<file path="src/rtl/id_stage_pipe_pkg.sv">
// Shared MIPS opcode/funct constants and immediate-extension classification for the ID stage.
package id_stage_pipe_pkg;

    localparam logic [5:0] R_FORM = 6'h00;
    localparam logic [5:0] JAL    = 6'h03;
    localparam logic [5:0] BEQ    = 6'h04;
    localparam logic [5:0] BNE    = 6'h05;
    localparam logic [5:0] ADDI   = 6'h08;
    localparam logic [5:0] ADDIU  = 6'h09;
    localparam logic [5:0] SLTI   = 6'h0A;
    localparam logic [5:0] SLTIU  = 6'h0B;
    localparam logic [5:0] ANDI   = 6'h0C;
    localparam logic [5:0] ORI    = 6'h0D;
    localparam logic [5:0] XORI   = 6'h0E;
    localparam logic [5:0] LUI    = 6'h0F;
    localparam logic [5:0] LW     = 6'h23;
    localparam logic [5:0] SW     = 6'h2B;

    localparam logic [5:0] JR     = 6'h08;
    localparam logic [5:0] JALR   = 6'h09;
    localparam logic [5:0] MTHI   = 6'h11;
    localparam logic [5:0] MTLO   = 6'h13;
    localparam logic [5:0] MULT   = 6'h18;
    localparam logic [5:0] MULTU  = 6'h19;
    localparam logic [5:0] DIV    = 6'h1A;
    localparam logic [5:0] DIVU   = 6'h1B;

    typedef enum logic [1:0] {ImmZero, ImmSign, ImmUpper} imm_kind_e;

    function automatic imm_kind_e imm_kind(input logic [5:0] op);
        imm_kind_e kind;
        case (op)
            BEQ, BNE, LW, SW, ADDI, ADDIU, SLTI, SLTIU: kind = ImmSign;
            LUI:                                        kind = ImmUpper;
            default:                                    kind = ImmZero;
        endcase
        return kind;
    endfunction

endpackage

</file>
<file path="src/rtl/id_stage_pipe_if.sv">
// IF->ID, WB->ID and ID->EX signal bundle; master drives instructions/WB, slave is the ID stage.
interface id_stage_pipe_if #(
    parameter int unsigned DATA_W = 32,
    parameter int unsigned RADR_W = 5
);
    logic              in_valid;
    logic              in_ready;
    logic [31:0]       in_ins;
    logic [31:0]       in_pc;
    logic              flush;
    logic              wb_we;
    logic [RADR_W-1:0] wb_adr;
    logic [DATA_W-1:0] wb_data;
    logic              out_valid;
    logic              out_ready;
    logic [DATA_W-1:0] out_rdata1;
    logic [DATA_W-1:0] out_rdata2;
    logic [DATA_W-1:0] out_imm;
    logic [RADR_W-1:0] out_wadr;
    logic              out_we;
    logic              out_is_load;
    logic [5:0]        out_op;
    logic [5:0]        out_func;
    logic [31:0]       out_pc;
    logic [15:0]       stall_cnt;

    modport master (
        output in_valid, in_ins, in_pc, flush, wb_we, wb_adr, wb_data, out_ready,
        input  in_ready, out_valid, out_rdata1, out_rdata2, out_imm, out_wadr, out_we,
        input  out_is_load, out_op, out_func, out_pc, stall_cnt
    );

    modport slave (
        input  in_valid, in_ins, in_pc, flush, wb_we, wb_adr, wb_data, out_ready,
        output in_ready, out_valid, out_rdata1, out_rdata2, out_imm, out_wadr, out_we,
        output out_is_load, out_op, out_func, out_pc, stall_cnt
    );
endinterface

</file>
<file path="src/rtl/id_stage_pipe_regfile_2r1w.sv">
// 2-read/1-write register file with synchronous clear and optional same-cycle write-through.
module id_stage_pipe_regfile_2r1w #(
    parameter int unsigned DATA_W    = 32,
    parameter int unsigned RADR_W    = 5,
    parameter bit          ZERO_REG  = 1'b1,
    parameter bit          BYPASS_EN = 1'b1
) (
    input  logic              CLK,
    input  logic              RST,
    input  logic              we,
    input  logic [RADR_W-1:0] wadr,
    input  logic [DATA_W-1:0] wdata,
    input  logic [RADR_W-1:0] radr1,
    input  logic [RADR_W-1:0] radr2,
    output logic [DATA_W-1:0] rdata1,
    output logic [DATA_W-1:0] rdata2
);
    localparam int unsigned REG_COUNT = 2 ** RADR_W;

    logic [DATA_W-1:0] mem [REG_COUNT];
    logic              wr_en;

    assign wr_en = we && !(ZERO_REG && wadr == '0);

    always_ff @(posedge CLK) begin
        if (!RST) begin
            for (int i = 0; i < REG_COUNT; i++) begin
                mem[i] <= '0;
            end
        end else if (wr_en) begin
            mem[wadr] <= wdata;
        end
    end

    always_comb begin
        rdata1 = mem[radr1];
        if (BYPASS_EN && we && wadr == radr1 && radr1 != '0) rdata1 = wdata;
        if (ZERO_REG && radr1 == '0) rdata1 = '0;
    end

    always_comb begin
        rdata2 = mem[radr2];
        if (BYPASS_EN && we && wadr == radr2 && radr2 != '0) rdata2 = wdata;
        if (ZERO_REG && radr2 == '0) rdata2 = '0;
    end

endmodule

</file>
<file path="src/rtl/id_stage_pipe.sv">
// MIPS instruction-decode stage: regfile read, field decode, load-use hazard and ID/EX register.
module id_stage_pipe
    import id_stage_pipe_pkg::*;
#(
    parameter int unsigned DATA_W    = 32,
    parameter int unsigned RADR_W    = 5,
    parameter bit          ZERO_REG  = 1'b1,
    parameter bit          BYPASS_EN = 1'b1
) (
    input logic            CLK,
    input logic            RST,
    id_stage_pipe_if.slave bus
);
    typedef struct packed {
        logic              valid;
        logic [DATA_W-1:0] rdata1;
        logic [DATA_W-1:0] rdata2;
        logic [DATA_W-1:0] imm;
        logic [RADR_W-1:0] wadr;
        logic              we;
        logic              is_load;
        logic [5:0]        op;
        logic [5:0]        func;
        logic [31:0]       pc;
    } idex_t;

    idex_t             idex_q, idex_d;
    logic [15:0]       stall_cnt_q, stall_cnt_d;

    logic [31:0]       ins;
    logic [5:0]        op, func;
    logic [RADR_W-1:0] rs, rt, rd, wadr;
    logic              we, uses_rt, stall, in_ready;
    logic [DATA_W-1:0] imm, rf_rdata1, rf_rdata2;

    assign ins  = bus.in_ins;
    assign op   = ins[31:26];
    assign func = ins[5:0];
    assign rs   = RADR_W'(ins[25:21]);
    assign rt   = RADR_W'(ins[20:16]);
    assign rd   = RADR_W'(ins[15:11]);

    id_stage_pipe_regfile_2r1w #(
        .DATA_W   (DATA_W),
        .RADR_W   (RADR_W),
        .ZERO_REG (ZERO_REG),
        .BYPASS_EN(BYPASS_EN)
    ) u_regfile (
        .CLK   (CLK),
        .RST   (RST),
        .we    (bus.wb_we),
        .wadr  (bus.wb_adr),
        .wdata (bus.wb_data),
        .radr1 (rs),
        .radr2 (rt),
        .rdata1(rf_rdata1),
        .rdata2(rf_rdata2)
    );

    // JALR is an R_FORM funct, so it takes rd through the R_FORM branch.
    always_comb begin
        if (op == JAL) begin
            wadr = RADR_W'(5'd31);
        end else if (op == R_FORM) begin
            wadr = rd;
        end else begin
            wadr = rt;
        end
    end

    always_comb begin
        we = 1'b0;
        case (op)
            R_FORM:  we = !(func inside {JR, MTHI, MTLO, MULT, MULTU, DIV, DIVU});
            LW, JAL: we = 1'b1;
            default: we = (op[5:3] == 3'b001);
        endcase
        if (ZERO_REG && wadr == '0) we = 1'b0;
    end

    // LUI result is a 32-bit value that is then sign-extended to the datapath width.
    always_comb begin
        case (imm_kind(op))
            ImmSign:  imm = {{(DATA_W-16){ins[15]}}, ins[15:0]};
            ImmUpper: imm = {{(DATA_W-31){ins[15]}}, ins[14:0], 16'h0000};
            default:  imm = {{(DATA_W-16){1'b0}}, ins[15:0]};
        endcase
    end

    assign uses_rt  = op inside {R_FORM, BEQ, BNE, SW};
    assign stall    = idex_q.valid && idex_q.is_load && idex_q.wadr != '0 && bus.in_valid &&
                      (idex_q.wadr == rs || (uses_rt && idex_q.wadr == rt));
    assign in_ready = !bus.flush && !stall && (!idex_q.valid || bus.out_ready);

    always_comb begin
        idex_d = idex_q;
        if (bus.flush) begin
            idex_d.valid = 1'b0;
        end else if (bus.in_valid && in_ready) begin
            idex_d.valid   = 1'b1;
            idex_d.rdata1  = rf_rdata1;
            idex_d.rdata2  = rf_rdata2;
            idex_d.imm     = imm;
            idex_d.wadr    = wadr;
            idex_d.we      = we;
            idex_d.is_load = (op == LW);
            idex_d.op      = op;
            idex_d.func    = func;
            idex_d.pc      = bus.in_pc;
        end else if (bus.out_ready) begin
            idex_d.valid = 1'b0;
        end

        stall_cnt_d = stall_cnt_q;
        if (stall && !bus.flush && stall_cnt_q != 16'hFFFF) stall_cnt_d = stall_cnt_q + 16'd1;
    end

    always_ff @(posedge CLK) begin
        if (!RST) begin
            idex_q      <= '0;
            stall_cnt_q <= '0;
        end else begin
            idex_q      <= idex_d;
            stall_cnt_q <= stall_cnt_d;
        end
    end

    assign bus.in_ready    = in_ready;
    assign bus.out_valid   = idex_q.valid;
    assign bus.out_rdata1  = idex_q.rdata1;
    assign bus.out_rdata2  = idex_q.rdata2;
    assign bus.out_imm     = idex_q.imm;
    assign bus.out_wadr    = idex_q.wadr;
    assign bus.out_we      = idex_q.we;
    assign bus.out_is_load = idex_q.is_load;
    assign bus.out_op      = idex_q.op;
    assign bus.out_func    = idex_q.func;
    assign bus.out_pc      = idex_q.pc;
    assign bus.stall_cnt   = stall_cnt_q;

endmodule

</file>
<file path="src/flat_wrapper.sv">
// flat-port wrapper written by rule: the top's interface ports become plain ports
module id_stage_pipe_flat import id_stage_pipe_pkg::*;
#(
    parameter int unsigned DATA_W    = 32,
    parameter int unsigned RADR_W    = 5,
    parameter bit          ZERO_REG  = 1'b1,
    parameter bit          BYPASS_EN = 1'b1
)
  (CLK, RST, bus_in_valid, bus_in_ins, bus_in_pc, bus_flush, bus_wb_we, bus_wb_adr, bus_wb_data, bus_out_ready, bus_in_ready, bus_out_valid, bus_out_rdata1, bus_out_rdata2, bus_out_imm, bus_out_wadr, bus_out_we, bus_out_is_load, bus_out_op, bus_out_func, bus_out_pc, bus_stall_cnt);
  id_stage_pipe_if #(.DATA_W(DATA_W), .RADR_W(RADR_W)) bus_i ();
  input logic CLK;
  input logic RST;
  input wire logic [$bits(bus_i.in_valid)-1:0] bus_in_valid;
  input wire logic [$bits(bus_i.in_ins)-1:0] bus_in_ins;
  input wire logic [$bits(bus_i.in_pc)-1:0] bus_in_pc;
  input wire logic [$bits(bus_i.flush)-1:0] bus_flush;
  input wire logic [$bits(bus_i.wb_we)-1:0] bus_wb_we;
  input wire logic [$bits(bus_i.wb_adr)-1:0] bus_wb_adr;
  input wire logic [$bits(bus_i.wb_data)-1:0] bus_wb_data;
  input wire logic [$bits(bus_i.out_ready)-1:0] bus_out_ready;
  output wire logic [$bits(bus_i.in_ready)-1:0] bus_in_ready;
  output wire logic [$bits(bus_i.out_valid)-1:0] bus_out_valid;
  output wire logic [$bits(bus_i.out_rdata1)-1:0] bus_out_rdata1;
  output wire logic [$bits(bus_i.out_rdata2)-1:0] bus_out_rdata2;
  output wire logic [$bits(bus_i.out_imm)-1:0] bus_out_imm;
  output wire logic [$bits(bus_i.out_wadr)-1:0] bus_out_wadr;
  output wire logic [$bits(bus_i.out_we)-1:0] bus_out_we;
  output wire logic [$bits(bus_i.out_is_load)-1:0] bus_out_is_load;
  output wire logic [$bits(bus_i.out_op)-1:0] bus_out_op;
  output wire logic [$bits(bus_i.out_func)-1:0] bus_out_func;
  output wire logic [$bits(bus_i.out_pc)-1:0] bus_out_pc;
  output wire logic [$bits(bus_i.stall_cnt)-1:0] bus_stall_cnt;
  assign bus_i.in_valid = bus_in_valid;
  assign bus_i.in_ins = bus_in_ins;
  assign bus_i.in_pc = bus_in_pc;
  assign bus_i.flush = bus_flush;
  assign bus_i.wb_we = bus_wb_we;
  assign bus_i.wb_adr = bus_wb_adr;
  assign bus_i.wb_data = bus_wb_data;
  assign bus_i.out_ready = bus_out_ready;
  assign bus_in_ready = bus_i.in_ready;
  assign bus_out_valid = bus_i.out_valid;
  assign bus_out_rdata1 = bus_i.out_rdata1;
  assign bus_out_rdata2 = bus_i.out_rdata2;
  assign bus_out_imm = bus_i.out_imm;
  assign bus_out_wadr = bus_i.out_wadr;
  assign bus_out_we = bus_i.out_we;
  assign bus_out_is_load = bus_i.out_is_load;
  assign bus_out_op = bus_i.out_op;
  assign bus_out_func = bus_i.out_func;
  assign bus_out_pc = bus_i.out_pc;
  assign bus_stall_cnt = bus_i.stall_cnt;
  id_stage_pipe #(.DATA_W(DATA_W), .RADR_W(RADR_W), .ZERO_REG(ZERO_REG), .BYPASS_EN(BYPASS_EN)) u_core (.CLK(CLK), .RST(RST), .bus(bus_i));
endmodule
</file>
<file path="config.mk">
export PLATFORM = sky130hd
export DESIGN_NAME = id_stage_pipe_flat
export DESIGN_NICKNAME = d
export VERILOG_FILES = /design/src/rtl/id_stage_pipe_pkg.sv /design/src/rtl/id_stage_pipe_if.sv /design/src/rtl/id_stage_pipe_regfile_2r1w.sv /design/src/rtl/id_stage_pipe.sv /design/src/flat_wrapper.sv
export SDC_FILE = /design/constraint.sdc
export NUM_CORES = 2
export LEC_CHECK = 0
export CORE_MARGIN = 4
export CORE_UTILIZATION = 30
export DETAILED_ROUTE_END_ITERATION = 8
export GPL_ROUTABILITY_DRIVEN = 0
export MAX_ROUTING_LAYER = met4
export SLEW_MARGIN = 0
export SYNTH_ARGS = -nofsm -noshare
export SYNTH_HDL_FRONTEND = slang
export SYNTH_HIERARCHICAL = 1
export SYNTH_SLANG_ARGS = --single-unit
</file>
<file path="constraint.sdc">
create_clock -name CLK -period 4.93 [get_ports CLK]
set_input_delay 0.7395 -clock CLK [delete_from_list [all_inputs] [get_ports CLK]]
set_output_delay 0.7395 -clock CLK [all_outputs]
set_load 0.02 [all_outputs]
</file>
* Yosys cells after proc, flatten, opt, wreduce, memory -nomap -nowiden
Memory sizes are Yosys's and may differ from the RTL's.
Index checks and enable logic that the tools add are counted.
W data, S select, Z words.
** Storage, ports and cells
- Register bits :: 164
- Memories kept :: 1
- Latch bits :: 0
- Output and inout bits :: 165
- Bits in read-only memories :: 0
- Bits of input ports :: 107
- Word-level logic and storage cells :: 97
- Memory bits (writable) :: 1024
** Memory list
- u_core.u_regfile.mem :: words 32, width 32, read ports 2, clocked after Yosys merged registers in 0, write ports 32, RTL line id_stage_pipe_regfile_2r1w.sv:20 : logic [DATA_W-1:0] mem [REG_COUNT];
** Cells by class
- Reductions and logical operators :: 38
- Divide/modulo/power cells :: 0
- Bitwise gates (word level) :: 2
- Magnitude comparators :: 0
- Equality and inequality tests :: 25
- Multiply operators :: 0
- Add/sub/neg operators :: 1
- Shifts and indexed selects :: 0
- Multiplexer cells :: 19
** Operators by type and width (number)
- $mux W32 :: 5
- $pmux W32 S2 :: 1
- $eq A6 B4 Y1 const B :: 6
- $eq A6 B5 Y1 const B :: 6
- $reduce_or A32 Y1 :: 1
- $eq A5 B5 Y1 :: 4
- $logic_not A5 Y1 :: 4
- $add A16 B1 Y16 const B :: 1
- $ne A16 B16 Y1 const B :: 1
- $logic_and A1 B1 Y1 :: 15
- $mux W5 :: 3
- $reduce_bool A5 Y1 :: 3
- $eq A6 B3 Y1 const B :: 2
- $eq A6 B6 Y1 const B :: 2
- $mux W1 :: 8
- $reduce_or A8 Y1 :: 1
- $reduce_bool A7 Y1 :: 1
- $eq A6 B2 Y1 const B :: 1
- $logic_not A6 Y1 :: 1
- $logic_not A1 Y1 :: 5
- $pmux W2 S2 :: 1
- $reduce_bool A4 Y1 :: 1
- $reduce_or A2 Y1 :: 2
- $eq A3 B1 Y1 const B :: 1
- 7 further kinds :: 9

* Longest topological paths before layout
- Depth in word-level cells :: 10
- Mapped depth :: 13
- Mapped depth without buffers :: 10

* By module
The synthesis kept the hierarchy.
** Modules (own cells, without submodules)
- id_stage_pipe_regfile_2r1w :: times used 1, cells an instance 4229, area each 55727.2 µm², sequential area each 30749.5 µm²
- id_stage_pipe :: times used 1, cells an instance 844, area each 6566.3 µm², sequential area each 3283.1 µm²

* Worst setup path after synthesis
OpenSTA, ideal clock, no wires.
- Kind :: input-to-reg
- Start :: input bus_wb_adr[2]
- End :: memory u_core.u_regfile.mem[8][0], enable pin
- Path slack :: 0.634 ns
- Cell stages on the path :: 4
- Buffers on the path :: 2
- Data arrival time :: 3.831 ns
- Setup time :: 0.466 ns
- Path through :: buf_2 > or3b_2 > clkbuf_1 > o21ai_0
** RTL lines
- from (decl) :: RTL line flat_wrapper.sv:18 : input wire logic [$bits(bus_i.wb_adr)-1:0] bus_wb_adr;
- to (decl) :: RTL line id_stage_pipe_regfile_2r1w.sv:20

* Final worst setup path
- Start :: input bus_in_ins[28]
- End :: output bus_in_ready
** Between the ends
- Cells in the longest elaborated chain, start to end :: 8
- Elaborated cells on any way between the ends :: 11
- Those cells by class :: eq/ne (3); reduce/logical (8)
** RTL lines
- from (decl) :: RTL line flat_wrapper.sv:14 : input wire logic [$bits(bus_i.in_ins)-1:0] bus_in_ins;
- $eq A6 B3 Y1, or another cell as far along :: RTL line id_stage_pipe.sv:90 : assign uses_rt = op inside {R_FORM, BEQ, BNE, SW};
- $reduce_bool A4 Y1 * :: RTL line id_stage_pipe.sv:90
- $logic_and A1 B1 Y1 * :: RTL line id_stage_pipe.sv:92 : (idex_q.wadr == rs || (uses_rt && idex_q.wadr == rt));
- $logic_or A1 B1 Y1 * :: RTL line id_stage_pipe.sv:92
- $logic_and A1 B1 Y1 * :: RTL line id_stage_pipe.sv:91 : assign stall = idex_q.valid && idex_q.is_load && idex_q.wadr != '0 && bus.in_valid &&
- $logic_not A1 Y1 * :: RTL line id_stage_pipe.sv:93 : assign in_ready = !bus.flush && !stall && (!idex_q.valid || bus.out_ready);
- $logic_and A1 B1 Y1 * (2 in series) :: RTL line id_stage_pipe.sv:93
- to (decl) :: RTL line flat_wrapper.sv:21 : output wire logic [$bits(bus_i.in_ready)-1:0] bus_in_ready;
Mark *: on every way between the ends. The rest lies on a longest branch, timed or not.

==> impl_metrics.sql <==
INSERT INTO impl_metrics (metric_group, metric, value, unit) VALUES
('synth', 'synth_top_cell_area_share', '0.4936', ''),
('layout', 'nets', '5296', ''),
('layout', 'stdcell_area', '72580', 'um2'),
('power_and_ir_drop', 'worst_ir_drop_vdd', '370.5', 'uV'),
('layout', 'fill_cells', '20131', ''),
('timing', 'max_freq', '227.9', 'MHz'),
('setup_path', 'slowest_stage', 'sky130_fd_sc_hd__o21ai_2', ''),
('timing', 'maxSlewViolCount', '0', ''),
('floorplanning', 'dieArea', '215000', 'um2'),
('drt', 'detail_route.wl_per_cell', '29.04', 'um'),
('placed_design', 'post-dp-hpwl', '141.3', 'mm'),
('global_route', 'grt_start_max_net_pins', '100', ''),
('timing', 'tns', '0', 'ns'),
('synth', 'count_of_flip_flops_with_a_built_in_enable_after_synthesis', '1024', ''),
('synth', 'netlist_top_cells_area', 'sky130_fd_sc_hd__edfxtp_1 (49%), sky130_fd_sc_hd__mux2i_1 (10%), sky130_fd_sc_hd__and2_1 (10%)', ''),
('layout', 'most-common-layout-cells', 'sky130_fd_sc_hd__edfxtp_1 (1024), sky130_fd_sc_hd__and2_1 (992), sky130_fd_sc_hd__mux2i_1 (622)', ''),
('setup_path', 'crit_path_cell_trace', 'clkdlybuf4s50_1, and3b_1, a32oi_1, nor4_4, o21ai_2, and3b_1, clkdlybuf4s50_1', ''),
('power_and_ir_drop', 'power_density', '336.1', 'nW/um2'),
('floorplanning', 'core-area', '206900', 'um2'),
('timing', 'timing.final.crit_share', '0.8899', ''),
('synth', 'netlist_instances', '5073', ''),
('placed_design', 'port_buffers', '271', ''),
('setup_path', 'kind_of_capture_point_of_the_worst_setup_path', 'primary output', ''),
('clocking', 'htree_levels', '4', ''),
('timing', 'relative_slew_slack', '0.1393', ''),
('timing', 'finalWorstPathRequiredPeriod', '4.387', 'ns'),
('status', 'status', 'finished clean', ''),
('drt', 'detailroute.via_count', '45189', ''),
('layout', 'final_layout_size_suffix_gt1_frac', '0.1312', ''),
('drt', 'vias_per_std_cell', '5.647', ''),
('layout', 'syn_to_final_growth', '16.52', '%'),
('drt', 'number_of_optimization_iterations_in_the_first_detailed_route_pass', '5', ''),
('global_route', 'first_global_vias', '44414', ''),
('global_route', 'grt_remaining_overflow', '0', ''),
('timing', 'finalWorstSetupSlack', '0.5430', 'ns'),
('synth', 'synth-seq-area-share', '0.5463', ''),
('setup_path', 'crit_fanout', '24', ''),
('synth', 'synth_cell_types', '72', ''),
('clocking', 'cts_buffers', '130', ''),
('synth', 'avgSynthCellArea', '12.28', 'um2'),
('placed_design', 'placed_cells', '7758', ''),
('floorplanning', 'floorplan.die.height', '463.7', 'um'),
('clocking', 'ctsRootBufferMaster', 'sky130_fd_sc_hd__clkbuf_16', ''),
('clocking', 'tritoncts_num_sinks', '1188', ''),
('placed_design', 'placedInstanceArea', '68460', 'um2'),
('synth', 'syn-cell-area', '62290', 'um2'),
('power_and_ir_drop', 'power', '24.39', 'mW'),
('clocking', 'clk_path_buf_depth', '3', ''),
('drt', 'route.antenna.remaining_nets', '0', ''),
('layout', 'layout_commonest_cell', 'sky130_fd_sc_hd__edfxtp_1', ''),
('clocking', 'cts_setup_buffers', '0', ''),
('setup_path', 'path_class', 'primary input to primary output', ''),
('floorplanning', 'starting_density', '0.3011', ''),
('global_route', 'groute.usage.overall', '0.2147', ''),
('drt', 'routed_wl', '232.3', 'mm'),
('setup_path', 'crit_path_max_incr_delay', '0.73', 'ns'),
('synth', 'synthesis.yosys.warnings', '6', ''),
('drt', 'drt-initial-drc-count', '5461', ''),
('global_route', 'number_of_antenna_violations_at_the_first_check_in_global_routing', '18', ''),
('clocking', 'clk-insertion-delay-late', '0.79', 'ns'),
('clocking', 'clkSlewWorstSetupHoldPaths', '0.06', 'ns'),
('timing', 'setup_violations', '0', ''),
('placed_design', 'dp_slack', '0.5312', 'ns'),
('timing', 'rsz0062_at_grt', 'no', ''),
('clocking', 'cts_resized', '0', ''),
('global_route', 'grt_first_pass_wirelength', '327.1', 'mm'),
('setup_path', 'cp.required', '4.19', 'ns'),
('timing', 'clock-skew-final', '0.03365', 'ns'),
('clocking', 'cts_tree', 'built', ''),
('synth', 'synth-main-ff-cell', 'sky130_fd_sc_hd__edfxtp_1', ''),
('floorplanning', 'rows', '167', '');
-- critical path, delay by kind of cell --
kind | cells | cell delay [ns]
compound gates | 2 | 1.05
buf+inv | 2 | 1.23
simple gates | 3 | 0.61
-- worst paths after layout --
check | start | end | slack, ns | cells after the start
max | bus_in_ins[28] | bus_in_ready | 0.54 | 7
min | RST | u_core/bus.out_imm[24] | 0.39 | 3
max reg2reg | u_core/bus.out_wadr[4] | u_core/bus.out_rdata1[4] | 1.92 | 7
min reg2reg | u_core/bus.out_imm[21] | u_core/bus.out_imm[21] | 0.45 | 2
-- metrics by stage --
stage / hold slack, ns / utilization
2_1_floorplan: 0.5285 / -
3_3_place_gp: 0.4412 / 0.3310
3_5_place_dp: 0.4428 / 0.3310
4_1_cts: 0.3310 / 0.3507
5_1_grt: 0.3576 / 0.3508
6_report: 0.3868 / 0.3509
-- routing by layer --
metal  global-route usage  wire length [um]
met2               0.3392            109200
met5                    -                 0
met3              0.04375             22520
met1               0.2591             87030
met4               0.1139             13640
-- state kept, by name, summed over array words and instances, names as in the netlist --
signal and cells:
u_core/bus.out_we 1, u_core/u_regfile/mem 1024, u_core/bus.out_pc 32, u_core/bus.out_is_load 1, u_core/bus.out_func 6, u_core/bus.out_valid 1, u_core/bus.out_wadr 5, u_core/bus.out_rdata1 32
u_core/bus.stall_cnt 16, u_core/bus.out_rdata2 32, u_core/bus.out_op 6, u_core/bus.out_imm 32
-- synthesized netlist by cell type, drive strengths merged, types with 6 or more instances --
| library cell | instances |
|---|---|
| a22oi | 179 |
| nor3 | 8 |
| nand2b | 16 |
| nand3 | 173 |
| a221oi | 33 |
| clkbuf | 317 |
| o21ai | 102 |
| buf | 191 |
| mux2 | 31 |
| o221a | 21 |
| mux2i | 622 |
| a21oi | 210 |
| or3 | 6 |
| and2 | 993 |
| nor2b | 22 |
| a31oi | 14 |
| xnor2 | 16 |
| and3 | 6 |
| nand2 | 385 |
| dfxtp | 164 |
| nor2 | 83 |
| nand4 | 29 |
| nor3b | 6 |
| a22o | 39 |
| a211o | 13 |
| o211ai | 33 |
| edfxtp | 1024 |
| o2111ai | 12 |
| a311oi | 6 |
| mux4 | 196 |
| o22ai | 54 |
-- power by group --
group          leakage, nW  internal (mW)  switching, mW
Sequential            11.1           11.4          0.327
Combinational         12.9           1.14           1.90
Clock                 1.98           5.43           4.15
Total                 26.0           18.0           6.38
-- layout make-up --
| cell class | count | area [um2] | area share |
|---|---|---|---|
| tap | 2704 | 3383 | 0.04661 |
| antenna | 15 | 37.54 | 0.0005171 |
| sequential | 1188 | 34030 | 0.4689 |
| multi-input combinational | 3402 | 26550 | 0.3658 |
| clock inverter | 56 | 548.0 | 0.007550 |
| clock buffer | 173 | 3538 | 0.04875 |
| timing repair buffer | 458 | 4469 | 0.06157 |
| inverter | 6 | 25.02 | 0.0003448 |
-- logic make-up after synthesis --
logic type | Yosys count | synth area share
other | 1 | 0.00006020
multiplexers | 849 | 0.1764
flip-flops | 1188 | 0.5463
buffers and inverters | 514 | 0.03897
AND/OR/NAND/NOR | 1755 | 0.1551
adder cells (fa/ha/maj) | 3 | 0.0006026
XOR/XNOR | 21 | 0.002952
AO/OA/AOI/OAI | 742 | 0.07954
Power figures use the tool's default switching activity.
